==> src/rtl/tsmem_arbiter.sv <==
// tsmem_arbiter: shares the timestamp SRAM between the event path, a host port and a zero-fill engine.
// Define CLEAR_ON_RESET_EN to start a zero-fill sweep directly out of reset.
module tsmem_arbiter #(
  parameter int DVS_WIDTH  = 346,
  parameter int DVS_HEIGHT = 260,
  parameter int WORD_SIZE  = 18,
  parameter int STARVE_MAX = 8,
  parameter int TAG_DEPTH  = 4,
  localparam int W_ADDR    = $clog2(DVS_WIDTH * DVS_HEIGHT)
) (
  input  logic                 clk,
  input  logic                 rst,
  input  logic                 evt_req,
  input  logic                 evt_rw,
  input  logic [W_ADDR-1:0]    evt_addr1,
  input  logic [W_ADDR-1:0]    evt_addr2,
  input  logic [WORD_SIZE-1:0] evt_wdata,
  output logic                 evt_gnt,
  output logic                 evt_rd_vld1,
  output logic                 evt_rd_vld2,
  input  logic                 host_req,
  input  logic                 host_rw,
  input  logic [W_ADDR-1:0]    host_addr,
  input  logic [WORD_SIZE-1:0] host_wdata,
  output logic                 host_gnt,
  output logic [WORD_SIZE-1:0] host_rdata,
  output logic                 host_rdata_vld,
  input  logic                 clear_start,
  output logic                 clear_busy,
  input  logic                 read_data_mem_vld1,
  input  logic                 read_data_mem_vld2,
  input  logic [WORD_SIZE-1:0] read_data1_mem,
  output logic [WORD_SIZE-1:0] write_data_mem,
  output logic                 rw,
  output logic                 cen,
  output logic [W_ADDR-1:0]    addr_port1,
  output logic [W_ADDR-1:0]    addr_port2
);

  localparam int NUM_WORDS = DVS_WIDTH * DVS_HEIGHT;
  localparam int SW        = $clog2(STARVE_MAX + 1);
  localparam int PW        = (TAG_DEPTH > 1) ? $clog2(TAG_DEPTH) : 1;
  localparam int CW        = $clog2(TAG_DEPTH + 1);
  localparam logic [SW-1:0]     STARVE_LIM = SW'(STARVE_MAX);
  localparam logic [CW-1:0]     TAG_FULL   = CW'(TAG_DEPTH);
  localparam logic [W_ADDR-1:0] LAST_ADDR  = W_ADDR'(NUM_WORDS - 1);
  localparam logic              TAG_EVT    = 1'b0;
  localparam logic              TAG_HOST   = 1'b1;

  typedef enum logic {IDLE, CLEAR} state_t;

  state_t                state_q, state_d;
  logic [W_ADDR-1:0]     clear_addr_q, clear_addr_d;
  logic                  clear_pend_q, clear_pend_d;
  logic [SW-1:0]         starve_q, starve_d;
  logic                  cen_q, cen_d;
  logic                  rw_q, rw_d;
  logic [W_ADDR-1:0]     addr1_q, addr1_d;
  logic [W_ADDR-1:0]     addr2_q, addr2_d;
  logic [WORD_SIZE-1:0]  wdata_q, wdata_d;
  logic [TAG_DEPTH-1:0]  tag_q, tag_d;
  logic [PW-1:0]         wr_ptr_q, wr_ptr_d;
  logic [PW-1:0]         rd_ptr_q, rd_ptr_d;
  logic [CW-1:0]         cnt_q, cnt_d;

  logic fifo_empty, fifo_full, head_tag, pop, push, push_tag;
  logic evt_ok, host_ok, host_first;

  // Read returns are steered by the owner tag at the FIFO head; returns with no owner are dropped.
  always_comb begin
    fifo_empty     = (cnt_q == '0);
    fifo_full      = (cnt_q == TAG_FULL);
    head_tag       = tag_q[rd_ptr_q];
    pop            = read_data_mem_vld1 && !fifo_empty;
    evt_rd_vld1    = pop && (head_tag == TAG_EVT);
    evt_rd_vld2    = read_data_mem_vld2 && !fifo_empty && (head_tag == TAG_EVT);
    host_rdata_vld = pop && (head_tag == TAG_HOST);
    host_rdata     = read_data1_mem;
  end

  always_comb begin
    state_d      = state_q;
    clear_addr_d = clear_addr_q;
    clear_pend_d = clear_pend_q;
    starve_d     = starve_q;
    cen_d        = 1'b1;
    rw_d         = rw_q;
    addr1_d      = addr1_q;
    addr2_d      = addr2_q;
    wdata_d      = wdata_q;
    evt_gnt      = 1'b0;
    host_gnt     = 1'b0;
    push         = 1'b0;
    push_tag     = TAG_EVT;
    evt_ok       = evt_req && (evt_rw || !fifo_full);
    host_ok      = host_req && (host_rw || !fifo_full);
    host_first   = host_req && (starve_q == STARVE_LIM);

    case (state_q)
      IDLE: begin
        if (host_first && host_ok) host_gnt = 1'b1;
        else if (evt_ok)           evt_gnt  = 1'b1;
        else if (host_ok)          host_gnt = 1'b1;

        if (evt_gnt) begin
          cen_d    = 1'b0;
          rw_d     = evt_rw;
          addr1_d  = evt_addr1;
          addr2_d  = evt_addr2;
          wdata_d  = evt_wdata;
          push     = !evt_rw;
          push_tag = TAG_EVT;
        end else if (host_gnt) begin
          cen_d    = 1'b0;
          rw_d     = host_rw;
          addr1_d  = host_addr;
          addr2_d  = '0;
          wdata_d  = host_wdata;
          push     = !host_rw;
          push_tag = TAG_HOST;
        end

        if (!host_req || host_gnt)                   starve_d = '0;
        else if (evt_gnt && (starve_q != STARVE_LIM)) starve_d = starve_q + SW'(1);

        // The sweep must not start while reads are in flight, so the request waits for a drained FIFO.
        if (clear_start || clear_pend_q) begin
          if (fifo_empty) begin
            state_d      = CLEAR;
            clear_addr_d = '0;
            clear_pend_d = 1'b0;
          end else begin
            clear_pend_d = 1'b1;
          end
        end
      end

      CLEAR: begin
        cen_d   = 1'b0;
        rw_d    = 1'b1;
        addr1_d = clear_addr_q;
        addr2_d = '0;
        wdata_d = '0;
        if (!host_req) starve_d = '0;
        if (clear_addr_q == LAST_ADDR) state_d = IDLE;
        else                           clear_addr_d = clear_addr_q + W_ADDR'(1);
      end

      default: state_d = IDLE;
    endcase
  end

  always_comb begin
    tag_d    = tag_q;
    wr_ptr_d = wr_ptr_q;
    rd_ptr_d = rd_ptr_q;
    cnt_d    = cnt_q;
    if (push) begin
      tag_d[wr_ptr_q] = push_tag;
      wr_ptr_d        = wr_ptr_q + PW'(1);
    end
    if (pop) rd_ptr_d = rd_ptr_q + PW'(1);
    if (push && !pop)      cnt_d = cnt_q + CW'(1);
    else if (!push && pop) cnt_d = cnt_q - CW'(1);
  end

  always_ff @(posedge clk) begin
    if (rst) begin
`ifdef CLEAR_ON_RESET_EN
      state_q <= CLEAR;
`else
      state_q <= IDLE;
`endif
      clear_addr_q <= '0;
      clear_pend_q <= 1'b0;
      starve_q     <= '0;
      cen_q        <= 1'b1;
      rw_q         <= 1'b0;
      addr1_q      <= '0;
      addr2_q      <= '0;
      wdata_q      <= '0;
      tag_q        <= '0;
      wr_ptr_q     <= '0;
      rd_ptr_q     <= '0;
      cnt_q        <= '0;
    end else begin
      state_q      <= state_d;
      clear_addr_q <= clear_addr_d;
      clear_pend_q <= clear_pend_d;
      starve_q     <= starve_d;
      cen_q        <= cen_d;
      rw_q         <= rw_d;
      addr1_q      <= addr1_d;
      addr2_q      <= addr2_d;
      wdata_q      <= wdata_d;
      tag_q        <= tag_d;
      wr_ptr_q     <= wr_ptr_d;
      rd_ptr_q     <= rd_ptr_d;
      cnt_q        <= cnt_d;
    end
  end

  assign clear_busy     = (state_q == CLEAR);
  assign cen            = cen_q;
  assign rw             = rw_q;
  assign addr_port1     = addr1_q;
  assign addr_port2     = addr2_q;
  assign write_data_mem = wdata_q;

endmodule

==> config.mk <==
export PLATFORM = sky130hd
export DESIGN_NAME = tsmem_arbiter
export DESIGN_NICKNAME = d
export VERILOG_FILES = /design/src/rtl/tsmem_arbiter.sv
export SDC_FILE = /design/constraint.sdc
export NUM_CORES = 1
export LEC_CHECK = 0
export CORE_MARGIN = 8
export CORE_UTILIZATION = 42
export CTS_CLUSTER_DIAMETER = 40
export DETAILED_ROUTE_END_ITERATION = 8
export PLACE_DENSITY = 0.8
export SYNTH_ARGS = -nofsm -noshare
export SYNTH_HDL_FRONTEND = slang
export SYNTH_SLANG_ARGS = --single-unit
export TNS_END_PERCENT = 20
==> constraint.sdc <==
create_clock -name clk -period 3.8 [get_ports clk]
set_input_delay 1.14 -clock clk [delete_from_list [all_inputs] [get_ports clk]]
set_output_delay 1.14 -clock clk [all_outputs]
set_load 0.01 [all_outputs]
**Word-level counts from Yosys, hierarchy flattened**

Cells that the tools add are included.

- Logic and storage cells: 113
- Output and inout bits: 78
- Flip-flop bits (word level): 88

- $add $sub $neg: 6
- Bitwise operators: 2
- Reductions and logical operators: 29
- Multiplexer cells: 50
- Order comparisons: 3
- Equal/unequal tests: 10

Operators by type and width:

| kind | count |
|---|---|
| 17-bit two-way mux | 7 |
| 17-bit case mux with 2 select lines | 3 |
| 18-bit two-way mux | 2 |
| 18-bit case mux with 2 select lines | 1 |
| 1-bit two-way mux | 25 |
| 17-bit by 1-bit adder with 17-bit output, second input constant | 1 |
| 17-bit equality test, second input constant | 1 |
| 1-bit logical AND | 13 |
| 4-bit two-way mux | 3 |
| 2-bit inequality test, second input constant | 4 |
| 4-bit case mux with 2 select lines | 1 |
| 1-bit zero test | 7 |
| 2-bit by 3-bit < comparator with 1-bit output, second input constant | 2 |
| 3-bit two-way mux | 2 |
| 3-bit inequality test, second input constant | 2 |
| 1-bit case mux with 2 select lines | 3 |
| 2-bit by 1-bit adder with 2-bit output, second input constant | 2 |
| 4-bit by 1-bit adder with 4-bit output, second input constant | 1 |
| 4-bit bitwise mux | 1 |
| 4-bit equality test, second input constant | 1 |
| 1-bit logical OR | 4 |
| 4-bit inequality test, second input constant | 1 |
| 2-bit AND reduction | 2 |
| 3-bit by 1-bit adder with 3-bit output, second input constant | 1 |
| other kinds (9) | 10 |

**Longest topological paths before layout**

Gate-level depths: netlist of run 1.

- Depth in word-level cells: 15
- Depth in mapped cells: 11
- Mapped depth without buffers: 11

**Worst setup path after synthesis of run 1**

Ideal clock, no wire load.

- Path type: input to output
- Start point: input port host_rw
- End point: output port evt_gnt
- Data arrival time: 2240 ps
- Data required time: 2660 ps
- Stages on the path: 5
- Path slack: 420 ps
- Cell sequence: nor4b_2 o211ai_1 buf_4 nor2_2 buf_4

- Word-level cells in the longest chain between the ends: 6

Ends and longest elaborated chain:

| item | RTL line | RTL |
|---|---|---|
| start: declaration | 22 | `input logic host_rw,` |
| 1-bit logical OR | 96 | `host_ok = host_req && (host_rw \|\| !fifo_full);` |
| 1-bit logical AND | 96 |  |
| 1-bit logical AND | 101 | `if (host_first && host_ok) host_gnt = 1'b1;` |
| 1-bit two-way mux | 101 |  |
| 1-bit two-way mux (2 in series) | 99 | `case (state_q)` |
| end: declaration | 18 | `output logic evt_gnt,` |

Every way passes these cells. The select of a mux whose other input is x is not followed.

**Final worst setup path of run 1**

- Start point: input port evt_rw
- End point: output port evt_gnt

- Word-level cells in the longest chain between the ends: 6

Ends and longest elaborated chain:

| item | RTL line | RTL |
|---|---|---|
| start: declaration | 14 | `input logic evt_rw,` |
| 1-bit logical OR | 95 | `evt_ok = evt_req && (evt_rw \|\| !fifo_full);` |
| 1-bit logical AND | 95 |  |
| 1-bit two-way mux | 102 | `else if (evt_ok) evt_gnt = 1'b1;` |
| 1-bit two-way mux | 101 |  |
| 1-bit two-way mux (2 in series) | 99 |  |

Every way passes these cells. The select of a mux whose other input is x is not followed.

==> results of run 1 <==
## repair_timing
item                                    CTS  global route
endpoints found under the setup margin    2             2
setup buffers                             0             0
gates resized for setup                   4             2
pin swaps                                 1             1
hold endpoints to repair                  0             0
## cell usage in the layout (no fill, tap or decap), types with 3 or more instances in the layout
master / netlist / final
inv_6: 0 / 3
nand4_1: 4 / 4
dfxtp_1: 88 / 88
nand3_1: 14 / 14
clkbuf_8: 0 / 10
nand2b_1: 9 / 9
a21oi_1: 10 / 10
nor2_1: 52 / 52
a211oi_1: 4 / 4
or3_1: 3 / 3
a22oi_1: 7 / 7
nor4_1: 4 / 4
nand2_1: 27 / 27
o22ai_1: 16 / 16
buf_4: 25 / 17
xnor2_1: 16 / 16
o21ai_1: 5 / 5
o21ai_0: 17 / 17
a2111oi_0: 4 / 4
ha_1: 8 / 8
inv_1: 13 / 13
clkdlybuf4s50_1: 0 / 152
mux2i_1: 42 / 42
a22oi_2: 11 / 11
xor2_1: 4 / 4
and2_1: 16 / 16
a31oi_1: 16 / 16
## cell families after synthesis
kind of cell / share of synthesized area (%)
compound gates: 16.32
xor+xnor: 4.052
fa+ha+maj: 2.779
buf+inv: 8.596
flops: 40.75
mux: 10.25
simple gates: 17.25
## per-stage QoR
stage / hold WS [ns] / setup slack [ns] / util [%] / power [uW] / cells
2_1_floorplan: 0.4373 / 0.4201 / - / 1822 / 470
3_3_place_gp: 0.4377 / -0.2277 / 57.72 / 2258 / 728
3_5_place_dp: 0.4471 / -0.2714 / 57.72 / 2291 / 728
4_1_cts: 0.4637 / 0.01088 / 59.79 / 2979 / 744
5_1_grt: 0.4835 / 0.06850 / 59.69 / 3129 / 744
6_report: 0.4576 / 0.1250 / 59.69 / 2949 / 744
## power by group
| group | total, uW | internal [uW] | switching [uW] | leakage [uW] |
|---|---|---|---|---|
| clock network | 687 | 333 | 354 | 0.000110 |
| logic | 1080 | 543 | 540 | 0.00143 |
| registers | 1180 | 1060 | 124 | 0.000721 |
## area by class of cell
| cell class | instances | area [sq um] | share of cell area (%) |
|---|---|---|---|
| clock buffers | 10 | 137.6 | 2.274 |
| clock inverters | 6 | 72.57 | 1.199 |
| inverters | 13 | 48.80 | 0.8063 |
| multi-input cells | 319 | 2197 | 36.30 |
| flip-flops and latches | 88 | 1762 | 29.11 |
| well taps | 136 | 170.2 | 2.812 |
| repair buffers | 172 | 1664 | 27.50 |
## path summary, 6_finish.rpt
path                       from            endpoint  slack (ns)
max                      evt_rw             evt_gnt        0.12
min          write_data_mem[17]  write_data_mem[17]        0.46
max reg2reg         starve_q[0]            cnt_q[2]        1.08
min reg2reg  write_data_mem[17]  write_data_mem[17]        0.46
## state kept, by name (all words and copies together), names as in the netlist
signal / count
cen: 1
clear_pend_q: 1
addr_port2: 17
clear_busy: 1
clear_addr_q: 17
wr_ptr_q: 2
addr_port1: 17
cnt_q: 3
write_data_mem: 18
tag_q: 4
rw: 1
rd_ptr_q: 2
starve_q: 4
## layer usage
layer  up-vias  global-route usage [%]  part of all wire [%]
met2       157                   31.80                    48
met3        14                   5.899                   8.4
li1       1913                       -                     -
met1      1842                   20.59                    42
met4         0                   5.364                   1.1
met5         -                       0                     0
## worst register-to-register path, cell delays in order (launching register included)
cell and delay [ns]:
dfxtp_1 0.36, inv_1 0.07, ha_1 0.17, nand3b_1 0.11, a211o_1 0.32, a221oi_2 0.33
ha_1 0.24, inv_1 0.06, fa_1 0.37, xor2_1 0.17, or3_1 0.33, a21oi_1 0.14
==> summary.txt, run 1 <==
Max Transition Viols Final = 0
CP bufs+invs = 2
Detail Route Antenna Nets = 0
Layout cells sized above 1 = 9.211%
TritonCTS buffer count = 9
Fmax = 0.2721 GHz
Commonest cells post-synth = dfxtp_1, nor2_1, mux2i_1
Crit path cell chain = clkdlybuf4s50_1 > or4b_4 > o211ai_1 > nor2_2 > clkbuf_2
Final Cycle Share = 96.71%
Slowest CP cell = or4b_4
Number of synthesized flops with an enable pin = 0
Mapped Nets = 593
Clock tree from TritonCTS = done
Distinct cells, synth = 51
Most area-hungry cell type in the Yosys netlist = dfxtp_1
Die H = 117.5 um
Max Buffers Root-to-Sink = 2
Setup violations, final = 0
Number of global-route vias before repair = 4083
Ranking of synthesized cells by area = dfxtp_1, mux2i_1, nor2_1
Design area = 6052 sq um
Ys Warns = 0
Mapped cell area = 4323 sq um
DRT Wirelength = 12.72 mm
Detailed Routing Iterations Pass 1 = 4
H-tree depth = 3
Worst-Margin Slew = 0.5922 ns
Drt via density = 5.277
Core area = 10140 sq um
Count leader, synth = dfxtp_1
CTS clk-pin slew, worst paths = 0.09 ns
Placed standard-cell area = 5852 sq um
Stages on worst setup path = 5
Routed wire per std cell = 17.10 um
Initial antenna violation count = 0
# rows = 37
# fillers = 853
FFs w/ async S/R, synth = 0%
Critical path class = in2out
Unrepaired setup endpoints after global routing = no
Final setup TNS = 0 ns
P per Cell Area = 487.3 nW/um^2
Clock Latency Late Sink = 0.35 ns
Hold Path Stages = 2
#FFs+latches synth = 88
RePlAce Congestion = 0.8785
Post-layout min period = 3.675 ns
CP delay by family, top = simple AND/OR/NAND/NOR gates
Max IR drop VDD = 0.2860 mV
Maxcap violations = 0
Synth Area per Inst = 9.198 sq um
Top cell type's share of synthesized area = 40.75%
R2R cell count = 11
Max_slew headroom = 60.52%
Hold Path Class = reg2reg
Vias = 3926
Initial core utilization = 42.64%
CP Capture Type = output pin
I/O pin count = 192
Post-Syn Instances = 470
Status = complete, no violations
Skew final = 0.01380 ns
First-pass GRT wire length = 20.98 mm
LEAKAGE = 0.002256 uW
Die ar. = 13790 sq um
Largest net degree at the start of global routing = 39
Initial DRC count = 194
Layout net count = 726
Drt drc = 0
Aggregate global-route resource usage = 18.17%
Worst path required time = 2.66 ns
Antenna cells = 0
Number of port buffers = 155
GRT overflow = 0
Post-synthesis sequential area ratio = 40.75%
Synth-to-layout area growth = 40.00%
Arrival @ worst endpoint = 2.54 ns
Final Hold Fails = 0
Crit-path max FO = 3
Critical path startpoint category = input port
HPWL Detailed = 9.706 mm
TritonCTS Sinks = 88
Slowest cell delay on critical path = 0.51 ns
Root Buffer = clkbuf_8
Hold-fix buffers, CTS = 0
DIE WIDTH = 117.5 um
Post-synth top flop = dfxtp_1
No activity file was read; power rests on OpenSTA's default activity.
==> run 2: changes to the inputs <==
--- a/config.mk
+++ b/config.mk
@@ -6,10 +6,10 @@
 export NUM_CORES = 1
 export LEC_CHECK = 0
 export CORE_MARGIN = 8
-export CORE_UTILIZATION = 42
+export CORE_UTILIZATION = 46
 export CTS_CLUSTER_DIAMETER = 40
 export DETAILED_ROUTE_END_ITERATION = 8
-export PLACE_DENSITY = 0.8
+export PLACE_DENSITY = 0.87
 export SYNTH_ARGS = -nofsm -noshare
 export SYNTH_HDL_FRONTEND = slang
 export SYNTH_SLANG_ARGS = --single-unit
==> constraint.sdc (replaced) <==
create_clock -name clk -period 4.4 [get_ports clk]
set_input_delay 1.32 -clock clk [delete_from_list [all_inputs] [get_ports clk]]
set_output_delay 1.32 -clock clk [all_outputs]
set_load 0.01 [all_outputs]
==> summary.txt, run 2 (same netlist as run 1, synthesis figures left out) <==
Status = complete, no violations (unchanged)
Final Hold Fails = 0 (unchanged)
Arrival @ worst endpoint = 2.85 ns (was 2.54 ns)
Skew final = 0.006805 ns (was 0.01380 ns)
Layout cells sized above 1 = 8.581% (was 9.211%)
RePlAce Congestion = 0.8297 (was 0.8785)
H-tree depth = 3 (unchanged)
Unrepaired setup endpoints after global routing = no (unchanged)
Detailed Routing Iterations Pass 1 = 4 (unchanged)
Antenna cells = 0 (unchanged)
Post-layout min period = 4.173 ns
LEAKAGE = 0.002283 uW (was 0.002256 uW)
I/O pin count = 192 (unchanged)
Utilization after layout = 66.04% (was 59.69%)
Maxcap violations = 0 (unchanged)
Final setup TNS = 0 ns (unchanged)
Aggregate global-route resource usage = 20.46% (was 18.17%)
GRT overflow = 0 (unchanged)
Switching Fraction = 32.39% (was 34.51%)
Die ar. = 12760 sq um (was 13790 sq um)
Critical path class = in2out (unchanged)
Initial antenna violation count = 0 (unchanged)
CP Capture Type = output pin (unchanged)
Post-CTS Setup Inserts = 0 (unchanged)
Flop pwr share = 37.8% (was 40.0%)
Psw = 870.7 uW (was 1018 uW)
Max Transition Viols Final = 0 (unchanged)
Setup violations, final = 0 (unchanged)
Number of port buffers = 155 (unchanged)
# rows = 35 (was 37)
Detail Route Antenna Nets = 0 (unchanged)
Largest net degree at the start of global routing = 54 (was 39)
Pre-CTS setup slack = -0.03720 ns (was -0.2714 ns)
Initial DRC count = 158 (was 194)
Core area = 9196 sq um (was 10140 sq um)
DRT Wirelength = 13.01 mm (was 12.72 mm)
Drt via density = 5.517 (was 5.277)
Combinational Power Share = 34.9% (was 36.7%)
TritonCTS buffer count = 9 (unchanged)
Max Buffers Root-to-Sink = 2 (unchanged)
Die H = 112.9 um (was 117.5 um)
Worst path required time = 3.08 ns (was 2.66 ns)
Number of global-route vias before repair = 4109 (was 4083)
Final Cycle Share = 94.85%
Worst Slack Setup Final = 0.2267 ns (was 0.1250 ns)
Hold-fix buffers, CTS = 0 (unchanged)
Root Buffer = clkbuf_8 (unchanged)
Clock share of power = 27.3% (was 23.3%)
First-pass GRT wire length = 21.20 mm (was 20.98 mm)
Inst Count DP = 701 (was 728)
Initial core utilization = 47.01% (was 42.64%)
HPWL Detailed = 9.715 mm (was 9.706 mm)
Drt drc = 0 (unchanged)
Layout net count = 724 (was 726)
Max IR drop VDD = 0.2373 mV (was 0.2860 mV)
P per Cell Area = 442.7 nW/um^2 (was 487.3 nW/um^2)
Critical path startpoint category = input port (unchanged)
Max reg flops = 18 (unchanged)
Max_slew headroom = 47.27% (was 60.52%)
Int Pwr = 1818 uW (was 1931 uW)
DIE WIDTH = 112.9 um (was 117.5 um)
Final Instance Count excl. Fillers = 717 (was 744)
Worst-Margin Slew = 0.7710 ns (was 0.5922 ns)
Vias = 3956 (was 3926)
Hold Path Class = reg2reg (unchanged)
Crit-path max FO = 3 (unchanged)
Most frequent cells in the layout = clkdlybuf4s50_1, dfxtp_1, nor2_1 (unchanged)
Routed wire per std cell = 18.14 um (was 17.10 um)
TritonCTS Sinks = 88 (unchanged)
Commonest non-fill, non-tap cell in the layout = clkdlybuf4s50_1 (unchanged)
Synth-to-layout area growth = 40.49% (was 40.00%)
CTS clk-pin slew, worst paths = 0.08 ns (was 0.09 ns)
Clock tree from TritonCTS = done (unchanged)
Clock Latency Late Sink = 0.35 ns (about the same)
Fmax = 0.2396 GHz
[run 2: worst max-delay path: stages]
cell and delay (ns):
clkdlybuf4s50_1 0.45, or4b_4 0.52, nand3_1 0.12, and4_1 0.18, dlygate4sd2_1 0.27
[run 2: path summary, 6_finish.rpt]
kind / start / endpoint / slack, ns / cells past startpoint
worst max register to register: starve_q[0] / cnt_q[2] / 1.70 / 11
worst min-delay path: write_data_mem[17] / write_data_mem[17] / 0.45 / 2
worst max-delay path: evt_rw / host_gnt / 0.23 / 5
worst min register to register: write_data_mem[17] / write_data_mem[17] / 0.45 / 2
[run 2: power groups by stage]
stage                     Sequential [uW]  Clock (uW)  Combinational [uW]
after global routing                 1040         781                1030
after global placement               1030           0                 916
final                                1020         733                 939
after detailed placement             1030           0                 944
after CTS                            1020         744                 950
after floorplan                      1050           0                 526
[run 2: final cells by class]
type	instances	area (sq um)
Fill cell	736	3123
Timing Repair Buffer	170	1660
Inverter	13	48.80
Clock inverter	7	142.6
Clock buffer	9	123.9
Tap cell	111	138.9
Multi-Input combinational cell	319	2197
Sequential cell	88	1762
[run 2: through the flow]
stage / area [sq um] / total power, uW / hold slack, ns
after floorplan: 4323 / 1573 / 0.4373
final: 6073 / 2689 / 0.4535
after CTS: 6071 / 2712 / 0.4601
after global placement: 5806 / 1943 / 0.4367
after detailed placement: 5806 / 1978 / 0.4471
after global routing: 6073 / 2844 / 0.4774
[run 2: repair_timing]
| action | CTS | global route |
|---|---|---|
| setup endpoints to repair | 1 | 1 |
| resized for setup | 1 | 1 |
| gates cloned | 0 | 0 |
[run 2: metal layers]
layer	track usage [%]	up-vias	wire length [um]
li1	-	1908	-
met1	23.88	1835	5326
met2	33.68	186	6057
met3	7.987	27	1407
met4	6.750	0	215
met5	0	-	0
